[config.mk]
export PLATFORM = sky130hd
export DESIGN_NAME = mem_arbiter
export DESIGN_NICKNAME = d
export VERILOG_FILES = /design/src/rtl/npc_mem_pkg.sv /design/src/rtl/mem_arb_pick.sv /design/src/rtl/mem_arbiter.sv
export SDC_FILE = /design/constraint.sdc
export NUM_CORES = 1
export LEC_CHECK = 0
export CAP_MARGIN = 10
export CORE_AREA = 2 2 111 124
export CTS_BUF_LIST = sky130_fd_sc_hd__clkbuf_16
export DETAILED_ROUTE_END_ITERATION = 6
export DIE_AREA = 0 0 113 126
export GPL_TIMING_DRIVEN = 0
export PLACE_DENSITY = 0.88
export SETUP_SLACK_MARGIN = 0.4
export SYNTH_ARGS = -nofsm -noshare
export SYNTH_HDL_FRONTEND = slang
export SYNTH_SLANG_ARGS = --single-unit
[constraint.sdc]
create_clock -name clk -period 1.55 [get_ports clk]
set_input_delay 0.2325 -clock clk [delete_from_list [all_inputs] [get_ports clk]]
set_output_delay 0.2325 -clock clk [all_outputs]
set_load 0.02 [all_outputs]
[src/rtl/npc_mem_pkg.sv]
// Shared types and constants for the NPC memory-port arbiter.
// Arbitration policy is selected in mem_arbiter via MEM_ARB_RR_EN.
package npc_mem_pkg;

  typedef enum logic [1:0] {
    S_IDLE = 2'd0,
    S_REQ  = 2'd1,
    S_RSP  = 2'd2,
    S_DONE = 2'd3
  } arb_state_t;

  typedef enum logic {
    OWN_IFU = 1'b0,
    OWN_LSU = 1'b1
  } owner_t;

  localparam logic [1:0] LEN_B = 2'b00;
  localparam logic [1:0] LEN_H = 2'b01;
  localparam logic [1:0] LEN_W = 2'b10;

endpackage

[src/rtl/mem_arb_pick.sv]
// Combinational two-way grant selection: fixed LSU priority, or round-robin
// against last_owner_i when RR_EN is set.
module mem_arb_pick
  import npc_mem_pkg::*;
#(
  parameter bit RR_EN = 1'b0
) (
  input  logic   ifu_valid_i,
  input  logic   lsu_valid_i,
  input  owner_t last_owner_i,
  output logic   grant_ifu_o,
  output logic   grant_lsu_o
);

  always_comb begin
    grant_ifu_o = 1'b0;
    grant_lsu_o = 1'b0;
    if (ifu_valid_i && lsu_valid_i) begin
      // On contention, round-robin hands the port to whoever did not win last.
      if (RR_EN && (last_owner_i == OWN_LSU)) grant_ifu_o = 1'b1;
      else                                    grant_lsu_o = 1'b1;
    end else begin
      grant_ifu_o = ifu_valid_i;
      grant_lsu_o = lsu_valid_i;
    end
  end

endmodule

[src/rtl/mem_arbiter.sv]
// Single-outstanding arbiter sharing one memory port between IFU and LSU.
// Define MEM_ARB_RR_EN for round-robin arbitration; default is fixed LSU priority.
module mem_arbiter
  import npc_mem_pkg::*;
#(
  parameter int unsigned WIDTH  = 32,
  parameter int unsigned ADDR_W = 32
) (
  input  logic              clk,
  input  logic              rst,
  input  logic              ifu_req_valid,
  input  logic [ADDR_W-1:0] ifu_req_addr,
  output logic              ifu_req_ready,
  output logic              ifu_rsp_valid,
  output logic [WIDTH-1:0]  ifu_rsp_data,
  input  logic              ifu_rsp_ready,
  input  logic              lsu_req_valid,
  input  logic [ADDR_W-1:0] lsu_req_addr,
  input  logic              lsu_req_wen,
  input  logic [1:0]        lsu_req_len,
  input  logic [WIDTH-1:0]  lsu_req_wdata,
  output logic              lsu_req_ready,
  output logic              lsu_rsp_valid,
  output logic [WIDTH-1:0]  lsu_rsp_data,
  input  logic              lsu_rsp_ready,
  output logic              mem_req_valid,
  output logic [ADDR_W-1:0] mem_req_addr,
  output logic              mem_req_wen,
  output logic [1:0]        mem_req_len,
  output logic [WIDTH-1:0]  mem_req_wdata,
  input  logic              mem_req_ready,
  input  logic              mem_rsp_valid,
  input  logic [WIDTH-1:0]  mem_rsp_data,
  output logic              mem_rsp_ready
);

  arb_state_t        state_q, state_d;
  owner_t            owner_q, owner_d;
  logic [ADDR_W-1:0] addr_q, addr_d;
  logic              wen_q, wen_d;
  logic [1:0]        len_q, len_d;
  logic [WIDTH-1:0]  wdata_q, wdata_d;
  logic [WIDTH-1:0]  rsp_data_q, rsp_data_d;

  owner_t last_owner;
  logic   grant_ifu, grant_lsu;
  logic   ifu_hs, lsu_hs;
  logic   owner_rsp_ready;

`ifdef MEM_ARB_RR_EN
  localparam bit RrEn = 1'b1;
  owner_t last_owner_q, last_owner_d;

  always_comb begin
    last_owner_d = last_owner_q;
    if (ifu_hs)      last_owner_d = OWN_IFU;
    else if (lsu_hs) last_owner_d = OWN_LSU;
  end

  always_ff @(posedge clk) begin
    if (rst) last_owner_q <= OWN_LSU;
    else     last_owner_q <= last_owner_d;
  end

  assign last_owner = last_owner_q;
`else
  localparam bit RrEn = 1'b0;
  assign last_owner = OWN_LSU;
`endif

  mem_arb_pick #(
    .RR_EN(RrEn)
  ) u_pick (
    .ifu_valid_i (ifu_req_valid),
    .lsu_valid_i (lsu_req_valid),
    .last_owner_i(last_owner),
    .grant_ifu_o (grant_ifu),
    .grant_lsu_o (grant_lsu)
  );

  assign ifu_req_ready = (state_q == S_IDLE) && grant_ifu;
  assign lsu_req_ready = (state_q == S_IDLE) && grant_lsu;
  assign ifu_hs        = ifu_req_valid && ifu_req_ready;
  assign lsu_hs        = lsu_req_valid && lsu_req_ready;

  assign owner_rsp_ready = (owner_q == OWN_IFU) ? ifu_rsp_ready : lsu_rsp_ready;

  always_comb begin
    state_d    = state_q;
    owner_d    = owner_q;
    addr_d     = addr_q;
    wen_d      = wen_q;
    len_d      = len_q;
    wdata_d    = wdata_q;
    rsp_data_d = rsp_data_q;
    unique case (state_q)
      S_IDLE: begin
        if (ifu_hs) begin
          owner_d = OWN_IFU;
          addr_d  = ifu_req_addr;
          wen_d   = 1'b0;
          len_d   = LEN_W;
          wdata_d = '0;
          state_d = S_REQ;
        end else if (lsu_hs) begin
          owner_d = OWN_LSU;
          addr_d  = lsu_req_addr;
          wen_d   = lsu_req_wen;
          len_d   = lsu_req_len;
          wdata_d = lsu_req_wdata;
          state_d = S_REQ;
        end
      end
      S_REQ: begin
        if (mem_req_ready) state_d = S_RSP;
      end
      S_RSP: begin
        if (mem_rsp_valid) begin
          // Stores return a zero acknowledge regardless of what memory drives.
          rsp_data_d = wen_q ? '0 : mem_rsp_data;
          state_d    = S_DONE;
        end
      end
      S_DONE: begin
        if (owner_rsp_ready) state_d = S_IDLE;
      end
      default: state_d = S_IDLE;
    endcase
  end

  always_ff @(posedge clk) begin
    if (rst) begin
      state_q    <= S_IDLE;
      owner_q    <= OWN_IFU;
      addr_q     <= '0;
      wen_q      <= 1'b0;
      len_q      <= 2'b00;
      wdata_q    <= '0;
      rsp_data_q <= '0;
    end else begin
      state_q    <= state_d;
      owner_q    <= owner_d;
      addr_q     <= addr_d;
      wen_q      <= wen_d;
      len_q      <= len_d;
      wdata_q    <= wdata_d;
      rsp_data_q <= rsp_data_d;
    end
  end

  assign mem_req_valid = (state_q == S_REQ);
  assign mem_req_addr  = addr_q;
  assign mem_req_wen   = wen_q;
  assign mem_req_len   = len_q;
  assign mem_req_wdata = wdata_q;
  assign mem_rsp_ready = (state_q == S_RSP);

  assign ifu_rsp_valid = (state_q == S_DONE) && (owner_q == OWN_IFU);
  assign lsu_rsp_valid = (state_q == S_DONE) && (owner_q == OWN_LSU);
  assign ifu_rsp_data  = rsp_data_q;
  assign lsu_rsp_data  = rsp_data_q;

endmodule

# --- Word-level counts from Yosys, hierarchy flattened ---
# Index checks and enable logic that the tools add are counted.
classes:
  mux: 20
  bitwise_logic: 1
  n_reduce_logical: 12
  n_eq_ne: 7
op_table:
  columns: ["cell", "count"]
  rows:
  - ["32-bit 2-to-1 mux", 5]
  - ["2-bit 2-to-1 mux", 7]
  - ["2-bit one-hot mux with 4 select lines", 1]
  - ["1-bit logical AND", 7]
  - ["1-bit 2-to-1 mux", 7]
  - ["2-bit == test (second input constant)", 2]
  - ["2-bit != test (second input constant)", 2]
  - ["2-bit AND reduction", 2]
  - ["4-bit AND reduction", 1]
  - ["3-bit != test (second input constant)", 1]
  - ["2-bit by 1-bit == test with 1-bit output (second input constant)", 1]
  - ["2-bit zero test", 1]
  - ["2-bit by 1-bit != test with 1-bit output (second input constant)", 1]
  - ["2-bit nonzero test", 1]
  - ["1-bit NOT", 1]
totals:
  out_inout_bits: 137
  input_bits: 139
  register_bits: 102

# --- Depth between registers and ports, before layout ---
logic_depth:
  depth_word: 7
  depth_mapped: 8
  ltp_nobuf: 7

# --- Cells and area by module ---
# A second synthesis with hierarchy kept.
unflattened:
  hier_cells: 538
  hier_area_um2: 4266.6
by_module_without_submodules:
  columns: ["module", "seq_area_each_um2", "area_per_inst_um2", "cells_each", "n_inst"]
  rows:
  - ["mem_arbiter", 2042.0, 4256.6, 536, 1]
  - ["mem_arb_pick", 0.0, 10.0, 2, 1]

# --- Worst setup path before layout ---
# No wires, ideal clock.
synth_path:
  path_type: "register to register"
  startpoint: "register state_q[0]"
  endpoint: "register rsp_data_q[10], in the netlist ifu_rsp_data[10]"
  setup_time_ns: 0.128
  path_buffers: 1
  path_stages_with_launch: 8
  path_slack_ns: -0.058
  t_arrival_ns: 1.480
  cell_sequence: "dfxtp_1 -> inv_1 -> ha_1 -> nand2_1 -> clkbuf_1 -> nor3b_1 -> a21oi_1 -> nor2_1"
synth_via:
  elab_chain_len: 2
synth_lines:
  columns: ["item", "line_no", "source"]
  rows:
  - ["start: declaration", "mem_arbiter.sv:37", "arb_state_t state_q, state_d;"]
  - ["start signal: assignment", "mem_arbiter.sv:141", "state_q <= state_d;"]
  - ["2-bit == test", null, null]
  - ["net mem_rsp_ready", "mem_arbiter.sv:34", "output logic mem_rsp_ready"]
  - ["2-bit AND reduction (no source line)", null, null]
  - ["end signal: assignment", "mem_arbiter.sv:147", "rsp_data_q <= rsp_data_d;"]
  - ["end: declaration", "mem_arbiter.sv:43", "logic [WIDTH-1:0] rsp_data_q, rsp_data_d;"]
# The timed path passes the listed nets, and every way through them passes these cells.
# A chain may end at the register's enable or synchronous reset.

# --- Worst setup path after layout ---
layout_path:
  startpoint: "register state_q[1]"
  endpoint: "register rsp_data_q[13], in the netlist ifu_rsp_data[13]"
layout_via:
  elab_chain_len: 2
layout_lines:
  columns: ["item", "line_no", "source"]
  rows:
  - ["2-bit == test", "mem_arbiter.sv:96", "unique case (state_q)"]
  - ["2-bit AND reduction (no source line)", null, null]
# No other way between the ends.

==> flow_summary.html <==
<table>
<tr><th>Metric</th><th>Value</th></tr>
<tr><th colspan="2">Placement</th></tr>
<tr><td>Count of buffers from port buffering</td><td>275</td></tr>
<tr><td>RD Place Congestion</td><td>a little under 0.8</td></tr>
<tr><td>Post-detailed-placement cell area</td><td>0.007575 mm2</td></tr>
<tr><td>Dpl hpwl</td><td>11780 um</td></tr>
<tr><th colspan="2">Setup path</th></tr>
<tr><td>Reg2reg start</td><td>state_q[1]$_SDFFE_PP0P_</td></tr>
<tr><td>Kind of start point of the critical path</td><td>register</td></tr>
<tr><td>Cells along the critical path</td><td>buf_4 -&gt; buf_6 -&gt; ha_4 -&gt; nand2_8 -&gt; clkbuf_16 -&gt; nor3b_4 -&gt; a21oi_2 -&gt; nor2_1</td></tr>
<tr><td>Setup slack on the worst flop-to-flop path</td><td>-0.10 ns</td></tr>
<tr><td>CP startpoint</td><td>state_q[1]$_SDFFE_PP0P_</td></tr>
<tr><td>Endpoint of the most critical setup path</td><td>ifu_rsp_data[13]$_SDFFE_PP0P_</td></tr>
<tr><td>Top fanout value on the critical path</td><td>8</td></tr>
<tr><td>Crit-path leading delay family</td><td>simple AND/OR/NAND/NOR gates</td></tr>
<tr><td>Delay of the slowest cell on the worst path</td><td>0.38 ns</td></tr>
<tr><td>Buffers and inverters on the worst path</td><td>3</td></tr>
<tr><td>Reg2Reg Depth</td><td>8</td></tr>
<tr><td>Nature of the critical path endpoint</td><td>register</td></tr>
<tr><td>Reg2reg end</td><td>ifu_rsp_data[13]$_SDFFE_PP0P_</td></tr>
<tr><td>CP Class</td><td>reg -&gt; reg</td></tr>
<tr><td>Critical path depth in cells</td><td>8</td></tr>
<tr><td>Crit path max-delay cell type</td><td>sky130_fd_sc_hd__dfxtp_4</td></tr>
<tr><td>WP data arrival</td><td>between 1.5 and 2 ns</td></tr>
<tr><td>Worst path required time</td><td>roughly 1.8 ns</td></tr>
<tr><th colspan="2">Global route</th></tr>
<tr><td>Via count of the first global-routing pass</td><td>roughly 5200</td></tr>
<tr><td>Met2 global-route usage</td><td>0.4590</td></tr>
<tr><td>Wire length of the first global-routing pass</td><td>27810 um</td></tr>
<tr><td>Largest net degree at the start of global routing</td><td>17</td></tr>
<tr><td>Met3 track demand over resource in global routing</td><td>0.06593</td></tr>
<tr><td>Initial antenna violation count</td><td>0</td></tr>
<tr><td>Peak-usage layer in the global routing report</td><td>met2</td></tr>
<tr><td>Global-route usage over all layers</td><td>0.2479</td></tr>
<tr><td>Total congestion overflow after global routing</td><td>0</td></tr>
<tr><td>Global Route met1 Usage</td><td>0.2621</td></tr>
<tr><th colspan="2">Timing</th></tr>
<tr><td>Worst setup slack after layout</td><td>-0.1004 ns</td></tr>
<tr><td>Setup TNS</td><td>-1.701 ns</td></tr>
<tr><td>Setup violators final</td><td>43</td></tr>
<tr><td>Period utilisation layout</td><td>1.065</td></tr>
<tr><td>Maximum frequency from static timing analysis</td><td>just over 600 MHz</td></tr>
<tr><td>Unrepaired setup endpoints after global routing</td><td>true</td></tr>
<tr><td>Pin slew with the least headroom to its limit</td><td>0.6887 ns</td></tr>
<tr><td>Final number of hold-violating endpoints</td><td>0</td></tr>
<tr><td>Worst slew margin</td><td>0.5408</td></tr>
<tr><td>Final critical path time including I/O delays and setup</td><td>approximately 1.7 ns</td></tr>
<tr><td>Worst hold-check slack</td><td>approximately 0.44 ns</td></tr>
<tr><td>Final clock skew</td><td>slightly below 0.007 ns</td></tr>
<tr><td>Final number of max-transition violations</td><td>0</td></tr>
<tr><th colspan="2">Logic synthesis</th></tr>
<tr><td>EDFF count, synth</td><td>0</td></tr>
<tr><td>Post-synth ARST share</td><td>0</td></tr>
<tr><td>Mean cell area of the mapped netlist</td><td>between 8 and 9 um2</td></tr>
<tr><td>Cells after synthesis</td><td>503</td></tr>
<tr><td>Net count of the mapped netlist</td><td>647</td></tr>
<tr><td>Synth unique cells</td><td>24</td></tr>
<tr><td>Top cell type's share of synthesized area</td><td>0.4853</td></tr>
<tr><td>Share of synthesized area occupied by flip-flops and latches</td><td>0.4853</td></tr>
<tr><td>Cell area after technology mapping</td><td>~0.0042 mm2</td></tr>
<tr><td>Dominant cells by area after synthesis</td><td>sky130_fd_sc_hd__dfxtp_1 49%, sky130_fd_sc_hd__a21oi_1 12%, sky130_fd_sc_hd__nand2_1 6.5%</td></tr>
<tr><td>Yosys warns</td><td>0</td></tr>
<tr><td>Flop and latch count out of synthesis</td><td>102</td></tr>
<tr><td>Synth Flop Type</td><td>sky130_fd_sc_hd__dfxtp_1</td></tr>
<tr><td>Largest area contributor in the synthesized netlist</td><td>sky130_fd_sc_hd__dfxtp_1</td></tr>
<tr><th colspan="2">Clocking</th></tr>
<tr><td>Cell chosen for the clock root</td><td>sky130_fd_sc_hd__clkbuf_16</td></tr>
<tr><td>Clock Sink Count</td><td>102</td></tr>
<tr><td>CTS tree</td><td>done</td></tr>
<tr><td>Clock latency on the worst-skew pair</td><td>~0.34 ns</td></tr>
<tr><td>Post-cts hold buffer count</td><td>0</td></tr>
<tr><td>Number of buffers on the longest clock path</td><td>2</td></tr>
<tr><td>Register clock-pin slew on the reported worst setup and hold paths</td><td>roughly 0.070 ns</td></tr>
<tr><td>TritonCTS Buffers</td><td>9</td></tr>
<tr><td>Number of levels in the clock H-tree</td><td>3</td></tr>
<tr><th colspan="2">Detailed routing</th></tr>
<tr><td>Wire length after detailed routing</td><td>20430 um</td></tr>
<tr><td>First DRT Iteration DRCs</td><td>around 300</td></tr>
<tr><td>Antenna-violating nets left</td><td>0</td></tr>
<tr><td>Average wire length per cell after detail routing</td><td>20.13 um</td></tr>
<tr><td>Number of design rule violations left after detail routing</td><td>22</td></tr>
<tr><td>First-pass detailed-route iteration total</td><td>7</td></tr>
<tr><td>Number of vias per cell</td><td>between 5 and 6</td></tr>
<tr><td>Total via count in the routed design</td><td>~5200</td></tr>
<tr><th colspan="2">Floorplan</th></tr>
<tr><td>Die area</td><td>approximately 0.014 mm2</td></tr>
<tr><td>Number of cell rows</td><td>44</td></tr>
<tr><td>Core Area</td><td>roughly 0.013 mm2</td></tr>
<tr><td>Y dimension of the die</td><td>around 130 um</td></tr>
<tr><td>X dimension of the die</td><td>around 110 um</td></tr>
<tr><td>Initial core utilization</td><td>0.3239</td></tr>
<tr><td>Ports</td><td>approximately 280</td></tr>
<tr><th colspan="2">Pwr</th></tr>
<tr><td>PwrDens</td><td>between 1000 and 1500 mW/mm2</td></tr>
<tr><td>Leakage component of the power</td><td>0.003923 uW</td></tr>
<tr><td>Peak supply drop</td><td>between 0.0008 and 0.0009 V</td></tr>
<tr><th colspan="2">Finish</th></tr>
<tr><td># diodes</td><td>0</td></tr>
<tr><td>Final #Nets</td><td>between 900 and 1000</td></tr>
<tr><td>Final cell area excluding filler cells</td><td>approximately 0.0095 mm2</td></tr>
<tr><td>Fraction of final layout cells sized beyond drive strength 1</td><td>0.6183</td></tr>
<tr><td>Layout-stage area growth over the synthesis result</td><td>125.6%</td></tr>
<tr><th colspan="2">Status</th></tr>
<tr><td>Run status</td><td>complete, but fails checks</td></tr>
<tr><td>Violations in the final reports</td><td>design-rule violations, negative setup slack</td></tr>
<tr><th colspan="2">Hold path</th></tr>
<tr><td>Hold WC Path Type</td><td>in -&gt; reg</td></tr>
<tr><td>Cell depth of the worst hold path</td><td>3</td></tr>
<tr><th colspan="2">Run</th></tr>
<tr><td>Number of maximum-capacitance violations</td><td>0</td></tr>
</table>
worst min-delay path by stage:
stage / start / endpoint / slack [ns]
2_1_floorplan: lsu_req_len[0] / mem_req_len[0]$_SDFFE_PP0P_ / 0.37
3_3_place_gp: mem_req_addr[5]$_SDFFE_PP0P_ / mem_req_addr[5]$_SDFFE_PP0P_ / 0.44
3_5_place_dp: mem_req_addr[22]$_SDFFE_PP0P_ / mem_req_addr[22]$_SDFFE_PP0P_ / 0.44
4_1_cts: lsu_req_wdata[8] / mem_req_wdata[8]$_SDFFE_PP0P_ / 0.42
5_1_grt: lsu_req_wdata[16] / mem_req_wdata[16]$_SDFFE_PP0P_ / 0.45
6_report: lsu_req_wdata[10] / mem_req_wdata[10]$_SDFFE_PP0P_ / 0.44
synth_stat cells (all sizes together), types with 2 or more instances:
cell type	n
a21oi	98
a22oi	32
buf	45
clkbuf	27
dfxtp	102
ha	5
inv	9
mux2i	2
nand2	74
nand3	34
nor2	34
nor3b	33
o21ai	2
per-layer routing:
layer / wire length, um / part of all wire
met2: 10960 / 0.54
met1: 7307 / 0.36
met4: 584 / 0.029
met3: 1574 / 0.077
met5: 0 / 0
layout make-up:
type / instances / area, um2
multi-input combinational: 321 / 2909
buffer: 72 / 873.3
clock buffer: 9 / 225.2
tap: 161 / 201.4
fill: 836 / 3498
inverter: 9 / 56.30
clock inverter: 7 / 65.06
sequential: 102 / 2111
timing repair buffer: 334 / 3053
logic make-up (layout without fill, tap and decap cells):
kind of cell,Yosys count,count (layout),share of synthesized area
and+or+nand+nor,178,179,0.2055
DFF,102,102,0.4853
AOI/OAI and AO/OA,135,135,0.1811
muxes,2,2,0.004758
adders and majority gates,5,5,0.01487
buffers and inverters,81,431,0.1085
report_power, final:
part	total, uW	internal (uW)	switching (uW)	leakage (uW)
clock	2280	1240	1040	0.000134
sequential	3530	3110	419	0.000856
combinational	5960	2900	3060	0.00293
total	11800	7250	4520	0.00392
sequential cells by signal, indices dropped and copies added, names as in the netlist:
name	count
mem_req_wdata	32
ifu_rsp_data	32
mem_req_wen	1
mem_req_len	2
mem_req_addr	32
state_q	2
owner_q	1
worst min-delay path: cells and delay by family:
kind                   cells  cell delay, ns
AOI/OAI and AO/OA          1            0.05
and+or+nand+nor            1            0.06
buffers and inverters      1            0.40
metrics by stage:
stage / util / worst slack, ns / cells / power, uW
floorplan: - / 0.2606 / 503 / 5702
global placement: 0.5830 / -0.6875 / 939 / 7508
detailed placement: 0.5830 / -0.6996 / 939 / 7570
CTS: 0.6596 / -0.07995 / 998 / 10830
global route: 0.7307 / -0.1667 / 1015 / 12260
finish: 0.7307 / -0.1004 / 1015 / 11770
placed cells by master, fill, tap and decap left out, drive strengths merged, types with 32 or more instances in the layout:
cell type	count
nand3	34
a21oi	98
dfxtp	102
clkbuf	39
nand2	75
a22oi	32
buf	238
nor3b	33
nor2	34
clkdlybuf4s50	137
repair_timing:
item	4_1_cts	5_1_grt
cloned	14	1
pin swaps	109	35
setup buffers	29	16
endpoints found under the setup margin	239	148
gates resized for setup	818	202
No activity file was read; power rests on OpenSTA's default activity.
